===== src/rtl/countdown_timer_pkg.sv =====
// Shared definitions for the MM:SS countdown timer.
// Holds the FSM state encoding, the BCD digit width and the per-digit
// limits, plus the preset clamping helper used by the top level.
package countdown_timer_pkg;

  localparam int unsigned DIGIT_W = 4;

  localparam logic [DIGIT_W-1:0] DIGIT_MAX_ONES = 4'd9;
  localparam logic [DIGIT_W-1:0] DIGIT_MAX_TENS = 4'd5;

  typedef enum logic [1:0] {
    ST_IDLE    = 2'd0,
    ST_RUN     = 2'd1,
    ST_PAUSE   = 2'd2,
    ST_EXPIRED = 2'd3
  } state_t;

  // Out-of-range BCD digits saturate at the digit's maximum.
  function automatic logic [DIGIT_W-1:0] clamp_digit(
    input logic [DIGIT_W-1:0] d,
    input logic [DIGIT_W-1:0] max
  );
    return (d > max) ? max : d;
  endfunction

endpackage


===== src/rtl/countdown_timer_bcd_down_digit.sv =====
// One BCD down-counting digit of the countdown borrow chain.
// Ports:
//   clock, reset   - rising-edge clock, async active-high reset
//   load           - synchronous load of load_value (wins over decrement)
//   load_value     - value to load
//   dec_en         - decrement enable for the whole chain this cycle
//   borrow_in      - borrow from the less significant digit
//   digit          - current digit value
//   borrow_out     - digit is 0 while a borrow arrives (propagates upward)
module bcd_down_digit
  import countdown_timer_pkg::*;
#(
  parameter logic [DIGIT_W-1:0] MAX = DIGIT_MAX_ONES
) (
  input  logic               clock,
  input  logic               reset,
  input  logic               load,
  input  logic [DIGIT_W-1:0] load_value,
  input  logic               dec_en,
  input  logic               borrow_in,
  output logic [DIGIT_W-1:0] digit,
  output logic               borrow_out
);

  logic [DIGIT_W-1:0] r_digit;

  always_ff @(posedge clock or posedge reset) begin
    if (reset) begin
      r_digit <= '0;
    end else if (load) begin
      r_digit <= load_value;
    end else if (dec_en && borrow_in) begin
      r_digit <= (r_digit == '0) ? MAX : (r_digit - DIGIT_W'(1));
    end
  end

  assign digit      = r_digit;
  assign borrow_out = borrow_in && (r_digit == '0);

endmodule


===== src/rtl/countdown_timer.sv =====
// MM:SS BCD countdown timer with done pulse and latched, auto-silencing alarm.
// Ports:
//   clock, reset            - rising-edge clock, async active-high reset
//   tick                    - 1 Hz single-cycle enable
//   load, start_stop, clear - single-cycle control pulses
//                             (priority clear > load > start_stop > tick)
//   preset_*                - BCD preset digits, clamped at load
//   min_tens..sec_ones      - current count, BCD
//   running                 - state is RUN
//   done                    - one-cycle pulse when RUN reaches 00:00
//   alarm                   - state is EXPIRED
// Parameter ALARM_TICKS: ticks spent in EXPIRED before auto-return to IDLE
// (0 keeps the alarm until a control pulse).
module countdown_timer
  import countdown_timer_pkg::*;
#(
  parameter int unsigned ALARM_TICKS = 10
) (
  input  logic               clock,
  input  logic               reset,
  input  logic               tick,
  input  logic               load,
  input  logic               start_stop,
  input  logic               clear,
  input  logic [DIGIT_W-1:0] preset_min_tens,
  input  logic [DIGIT_W-1:0] preset_min_ones,
  input  logic [DIGIT_W-1:0] preset_sec_tens,
  input  logic [DIGIT_W-1:0] preset_sec_ones,
  output logic [DIGIT_W-1:0] min_tens,
  output logic [DIGIT_W-1:0] min_ones,
  output logic [DIGIT_W-1:0] sec_tens,
  output logic [DIGIT_W-1:0] sec_ones,
  output logic               running,
  output logic               done,
  output logic               alarm
);

  localparam int unsigned AW = (ALARM_TICKS > 0) ? $clog2(ALARM_TICKS + 1) : 1;

  state_t          r_state, w_state_nxt;
  logic            r_done, w_done_nxt;
  logic [AW-1:0]   r_alarm_cnt, w_alarm_cnt_nxt, w_alarm_cnt_inc;

  logic            w_digit_load;
  logic            w_use_preset;
  logic            w_dec;
  logic            w_zero;
  logic            w_one;

  logic [DIGIT_W-1:0] w_ld_mt, w_ld_mo, w_ld_st, w_ld_so;
  logic               w_borrow_so, w_borrow_st, w_borrow_mo, w_borrow_mt;

  // A borrow leaving the top digit with sec_ones borrow_in tied high means
  // every digit is zero, so the chain doubles as the 00:00 detector.
  assign w_zero = w_borrow_mt;
  assign w_one  = (min_tens == '0) && (min_ones == '0) &&
                  (sec_tens == '0) && (sec_ones == DIGIT_W'(1));

  assign w_alarm_cnt_inc = r_alarm_cnt + AW'(1);

  // Clear and load share the digit load path; only the source differs.
  assign w_ld_mt = w_use_preset ? clamp_digit(preset_min_tens, DIGIT_MAX_TENS) : '0;
  assign w_ld_mo = w_use_preset ? clamp_digit(preset_min_ones, DIGIT_MAX_ONES) : '0;
  assign w_ld_st = w_use_preset ? clamp_digit(preset_sec_tens, DIGIT_MAX_TENS) : '0;
  assign w_ld_so = w_use_preset ? clamp_digit(preset_sec_ones, DIGIT_MAX_ONES) : '0;

  // The if/else ordering in each state implements the input priority, so a
  // lower-priority pulse coinciding with a higher one is simply dropped.
  always_comb begin
    w_state_nxt     = r_state;
    w_done_nxt      = 1'b0;
    w_alarm_cnt_nxt = r_alarm_cnt;
    w_digit_load    = 1'b0;
    w_use_preset    = 1'b0;
    w_dec           = 1'b0;
    unique case (r_state)
      ST_IDLE: begin
        if (clear) begin
          w_digit_load = 1'b1;
        end else if (load) begin
          w_digit_load = 1'b1;
          w_use_preset = 1'b1;
        end else if (start_stop && !w_zero) begin
          w_state_nxt = ST_RUN;
        end
      end
      ST_RUN: begin
        if (clear) begin
          w_digit_load = 1'b1;
          w_state_nxt  = ST_IDLE;
        end else if (load) begin
          // load is ignored while running, and it still masks start_stop/tick
        end else if (start_stop) begin
          w_state_nxt = ST_PAUSE;
        end else if (tick && !w_zero) begin
          w_dec = 1'b1;
          if (w_one) begin
            w_state_nxt     = ST_EXPIRED;
            w_done_nxt      = 1'b1;
            w_alarm_cnt_nxt = '0;
          end
        end
      end
      ST_PAUSE: begin
        if (clear) begin
          w_digit_load = 1'b1;
          w_state_nxt  = ST_IDLE;
        end else if (load) begin
          w_digit_load = 1'b1;
          w_use_preset = 1'b1;
          w_state_nxt  = ST_IDLE;
        end else if (start_stop) begin
          w_state_nxt = ST_RUN;
        end
      end
      ST_EXPIRED: begin
        if (clear) begin
          w_digit_load = 1'b1;
          w_state_nxt  = ST_IDLE;
        end else if (load) begin
          w_digit_load = 1'b1;
          w_use_preset = 1'b1;
          w_state_nxt  = ST_IDLE;
        end else if (start_stop) begin
          w_state_nxt = ST_IDLE;
        end else if (tick) begin
          w_alarm_cnt_nxt = w_alarm_cnt_inc;
          if ((ALARM_TICKS != 0) && (w_alarm_cnt_inc == AW'(ALARM_TICKS))) begin
            w_state_nxt = ST_IDLE;
          end
        end
      end
      default: begin
        w_state_nxt = ST_IDLE;
      end
    endcase
  end

  always_ff @(posedge clock or posedge reset) begin
    if (reset) begin
      r_state     <= ST_IDLE;
      r_done      <= 1'b0;
      r_alarm_cnt <= '0;
    end else begin
      r_state     <= w_state_nxt;
      r_done      <= w_done_nxt;
      r_alarm_cnt <= w_alarm_cnt_nxt;
    end
  end

  assign running = (r_state == ST_RUN);
  assign alarm   = (r_state == ST_EXPIRED);
  assign done    = r_done;

  bcd_down_digit #(.MAX(DIGIT_MAX_ONES)) u_sec_ones (
    .clock      (clock),
    .reset      (reset),
    .load       (w_digit_load),
    .load_value (w_ld_so),
    .dec_en     (w_dec),
    .borrow_in  (1'b1),
    .digit      (sec_ones),
    .borrow_out (w_borrow_so)
  );

  bcd_down_digit #(.MAX(DIGIT_MAX_TENS)) u_sec_tens (
    .clock      (clock),
    .reset      (reset),
    .load       (w_digit_load),
    .load_value (w_ld_st),
    .dec_en     (w_dec),
    .borrow_in  (w_borrow_so),
    .digit      (sec_tens),
    .borrow_out (w_borrow_st)
  );

  bcd_down_digit #(.MAX(DIGIT_MAX_ONES)) u_min_ones (
    .clock      (clock),
    .reset      (reset),
    .load       (w_digit_load),
    .load_value (w_ld_mo),
    .dec_en     (w_dec),
    .borrow_in  (w_borrow_st),
    .digit      (min_ones),
    .borrow_out (w_borrow_mo)
  );

  bcd_down_digit #(.MAX(DIGIT_MAX_TENS)) u_min_tens (
    .clock      (clock),
    .reset      (reset),
    .load       (w_digit_load),
    .load_value (w_ld_mt),
    .dec_en     (w_dec),
    .borrow_in  (w_borrow_mo),
    .digit      (min_tens),
    .borrow_out (w_borrow_mt)
  );

endmodule


===== config.mk =====
export PLATFORM = sky130hd
export DESIGN_NAME = countdown_timer
export DESIGN_NICKNAME = d
export VERILOG_FILES = /design/src/rtl/countdown_timer_pkg.sv /design/src/rtl/countdown_timer_bcd_down_digit.sv /design/src/rtl/countdown_timer.sv
export SDC_FILE = /design/constraint.sdc
export NUM_CORES = 1
export LEC_CHECK = 0
export ABC_AREA = 1
export CAP_MARGIN = 10
export CORE_ASPECT_RATIO = 2
export CORE_MARGIN = 4
export CORE_UTILIZATION = 45
export CTS_CLUSTER_SIZE = 30
export DETAILED_ROUTE_END_ITERATION = 12
export GPL_ROUTABILITY_DRIVEN = 0
export HOLD_SLACK_MARGIN = 0.06
export PLACE_DENSITY = 0.79
export REMOVE_ABC_BUFFERS = 1
export SLEW_MARGIN = 20
export SYNTH_ARGS = -nofsm -noshare
export SYNTH_HDL_FRONTEND = slang
export SYNTH_SLANG_ARGS = --single-unit

===== constraint.sdc =====
create_clock -name clock -period 2 [get_ports clock]
set_input_delay 0.5 -clock clock [delete_from_list [all_inputs] [get_ports clock]]
set_output_delay 0.5 -clock clock [all_outputs]
set_load 0.02 [all_outputs]

==> flow_summary.toml <==
[status]
status = "finished clean"

[global_route]
track_usage_pct = 18.10
grt_pass1_wl_mm = 6.686
grt_pass1_vias = 1593
overflow = 0
antenna_found_initial = 0
grt_max_degree = 24

[synth]
synth_top_area_share_pct = 35.14
muxShareOfSynthArea_pct = 0
yosysTopAreaCell = "dfrtp_1"
yosysSeqAreaShare_pct = 35.14
ys.flop_type = "dfrtp_1"
async_reset_ff_share_pct = 100.0
synth_edf_count = 0
synthAdderAreaFrac_pct = 1.528
synthCells = 245
synth_top_family_by_area = "simple AND/OR/NAND/NOR gates"
synth_compound_area_share_pct = 21.01
synth_area_mm2 = 0.001638
synth-simple-area-share_pct = 32.24
synth_warnings = 0
syn_avg_cell_area_um2 = 6.685
ys_top_cells_by_area = "dfrtp_1, nand2_1, o21ai_0"
ys_ff_latch = 23
ys_types = 27
synth_xor_area_share_pct = 0

[setup_path]
slowest_stage = "clkdlybuf4s50_1"
cpLargestDelayFamily = "buffers and inverters"
cp_max_fo = 6
crit_arrival_ns = 1.33
endpoint_kind = "primary output"
critPathBufInv = 1
crit_chain = "clkdlybuf4s50_1"
max_stage_delay_ns = 0.63
start_kind = "flop"
worst-endpoint-required_ns = 1.50
worstSetupPathType = "flop to primary output"

[placement]
dpl.hpwl_mm = 3.157
placed_cell_area_mm2 = 0.002145
place_inst = 338
port_buffers = 40

[clocking]
htreeDepth = 1
clkTransAtPathRegs_ns = 0.08
cts_buffers = 3
cts.sinks = 23
ctsRootBufferMaster = "clkbuf_8"
clockBufferDepth = 2
postCtsSetupBuffers = 0
clock_latency_ns = 0.26
tritoncts = "done"

[routing]
vias = 1722
firstDrtPassIters = 5
drt_iter0_drc = 34
post-route-drc-count = 0
wl_per_cell_um = 11.38
vias_per_cell = 5.035
ant_nets = 0
wl_mm = 3.891

[power]
total_power_mw = 2.594
p_leak_nw = 1.040
power_density_mw_per_mm2 = 1185
peakVddDrop_v = 0.0008427

[die]
start_util_pct = 47.43
dieHeight_um = 93.32
core_area_mm2 = 0.003453
rows = 30
die_x_um = 50.66
dieArea_mm2 = 0.004728
io_pins = 41

[layout]
final_nets = 319
drive_gt1_share_pct = 7.823
fin_area_mm2 = 0.002188
diodes = 0
mostFrequentLayoutCell = "nand2_1"
area_growth_syn_to_layout_pct = 33.61
finish.utilization_pct = 63.37
mostFrequentLayoutCells = "nand2_1, o21ai_0, inv_1"
instances_no_fill = 342

[run]
maxCapViolCount = 0

[timing]
fin_crit_sh_pct = 91.60
slew-limit-headroom_pct = 79.65
hold_violations = 0
fin_skew_ns = 0.003630
fmax_mhz = 545.9
setup_tns_ns = 0
worst_slew_pin_slew_ns = 0.3052
setup_violations = 0
slew_violations = 0
rsz0062_at_grt = "false"
period_needed_ns = 1.832

[min_path]
hp-class = "flop to flop"
## per-layer routing
metal | wire [µm] | vias to the layer above | global-route usage (%) | part of all wire, %
met1 | 1447 | 787 | 19.11 | 37
met4 | 129 | 0 | 9.888 | 3.3
li1 | - | 880 | - | -
met3 | 130 | 11 | 1.914 | 3.3
met5 | 0 | - | 0 | 0
met2 | 2183 | 44 | 33.62 | 56
## registers in the layout, summed over array words and instances (netlist names)
signal / flops
u_sec_tens.digit: 4
u_min_ones.digit: 4
done: 1
r_state: 2
u_sec_ones.digit: 4
r_alarm_cnt: 4
u_min_tens.digit: 4
## cell families after synthesis
logic type	count (synthesis)
fa+ha+maj	2
flops	23
compound gates	60
buf+inv	42
simple gates	118
## synth_stat cells, types with 2 or more instances
cell / instances
o21ai_1: 2
nor2_4: 2
a21o_1: 2
inv_1: 40
ha_1: 2
o21ai_0: 41
nor2_1: 25
nand3_1: 7
nand4_1: 2
nand2_1: 72
a21boi_0: 2
nand2_4: 3
or2_2: 2
dfrtp_1: 23
a21oi_1: 7
o21ai_4: 2
## final cells by class
| cell class | instances | area [µm²] |
|---|---|---|
| fillers | 333 | 1265 |
| multi-input cells | 180 | 897.1 |
| flip-flops and latches | 23 | 576.8 |
| repair buffers | 46 | 455.4 |
| inverters | 41 | 153.9 |
| well taps | 48 | 60.06 |
| clock buffers | 4 | 45.04 |
## per-stage QoR
stage                     hold slack, ns  setup slack (ns)
final                             0.5230            0.1681
after global routing              0.5437           0.09777
after CTS                         0.5289            0.1609
after detailed placement          0.5058           0.01627
after global placement            0.4995           0.05788
after floorplan                   0.4746            0.4951
## where the power goes
| group | switching, mW | total (mW) | internal (mW) |
|---|---|---|---|
| sequential | 0.180 | 0.789 | 0.609 |
| clock | 0.147 | 0.289 | 0.142 |
| combinational | 0.907 | 1.52 | 0.609 |
## final timing paths
| path | slack, ns | cells past startpoint | to | start |
|---|---|---|---|---|
| setup / recovery | 0.17 | 1 | sec_ones[0] | u_sec_ones.digit[0] |
| max in group asynchronous | 1.18 | 3 | r_state[1] | reset |
| min in group asynchronous | 0.57 | 3 | r_state[0] | reset |
| hold / removal | 0.52 | 2 | r_alarm_cnt[3] | r_alarm_cnt[3] |
| setup reg to reg | 0.34 | 9 | u_sec_tens.digit[1] | u_sec_ones.digit[0] |
| hold reg to reg | 0.52 | 2 | r_alarm_cnt[3] | r_alarm_cnt[3] |
## repair_timing
action                                  CTS  global route
hold buffers                              0             0
endpoints found under the setup margin    2             0
resized for setup                         3             0
(Power assumes the default switching activity.)
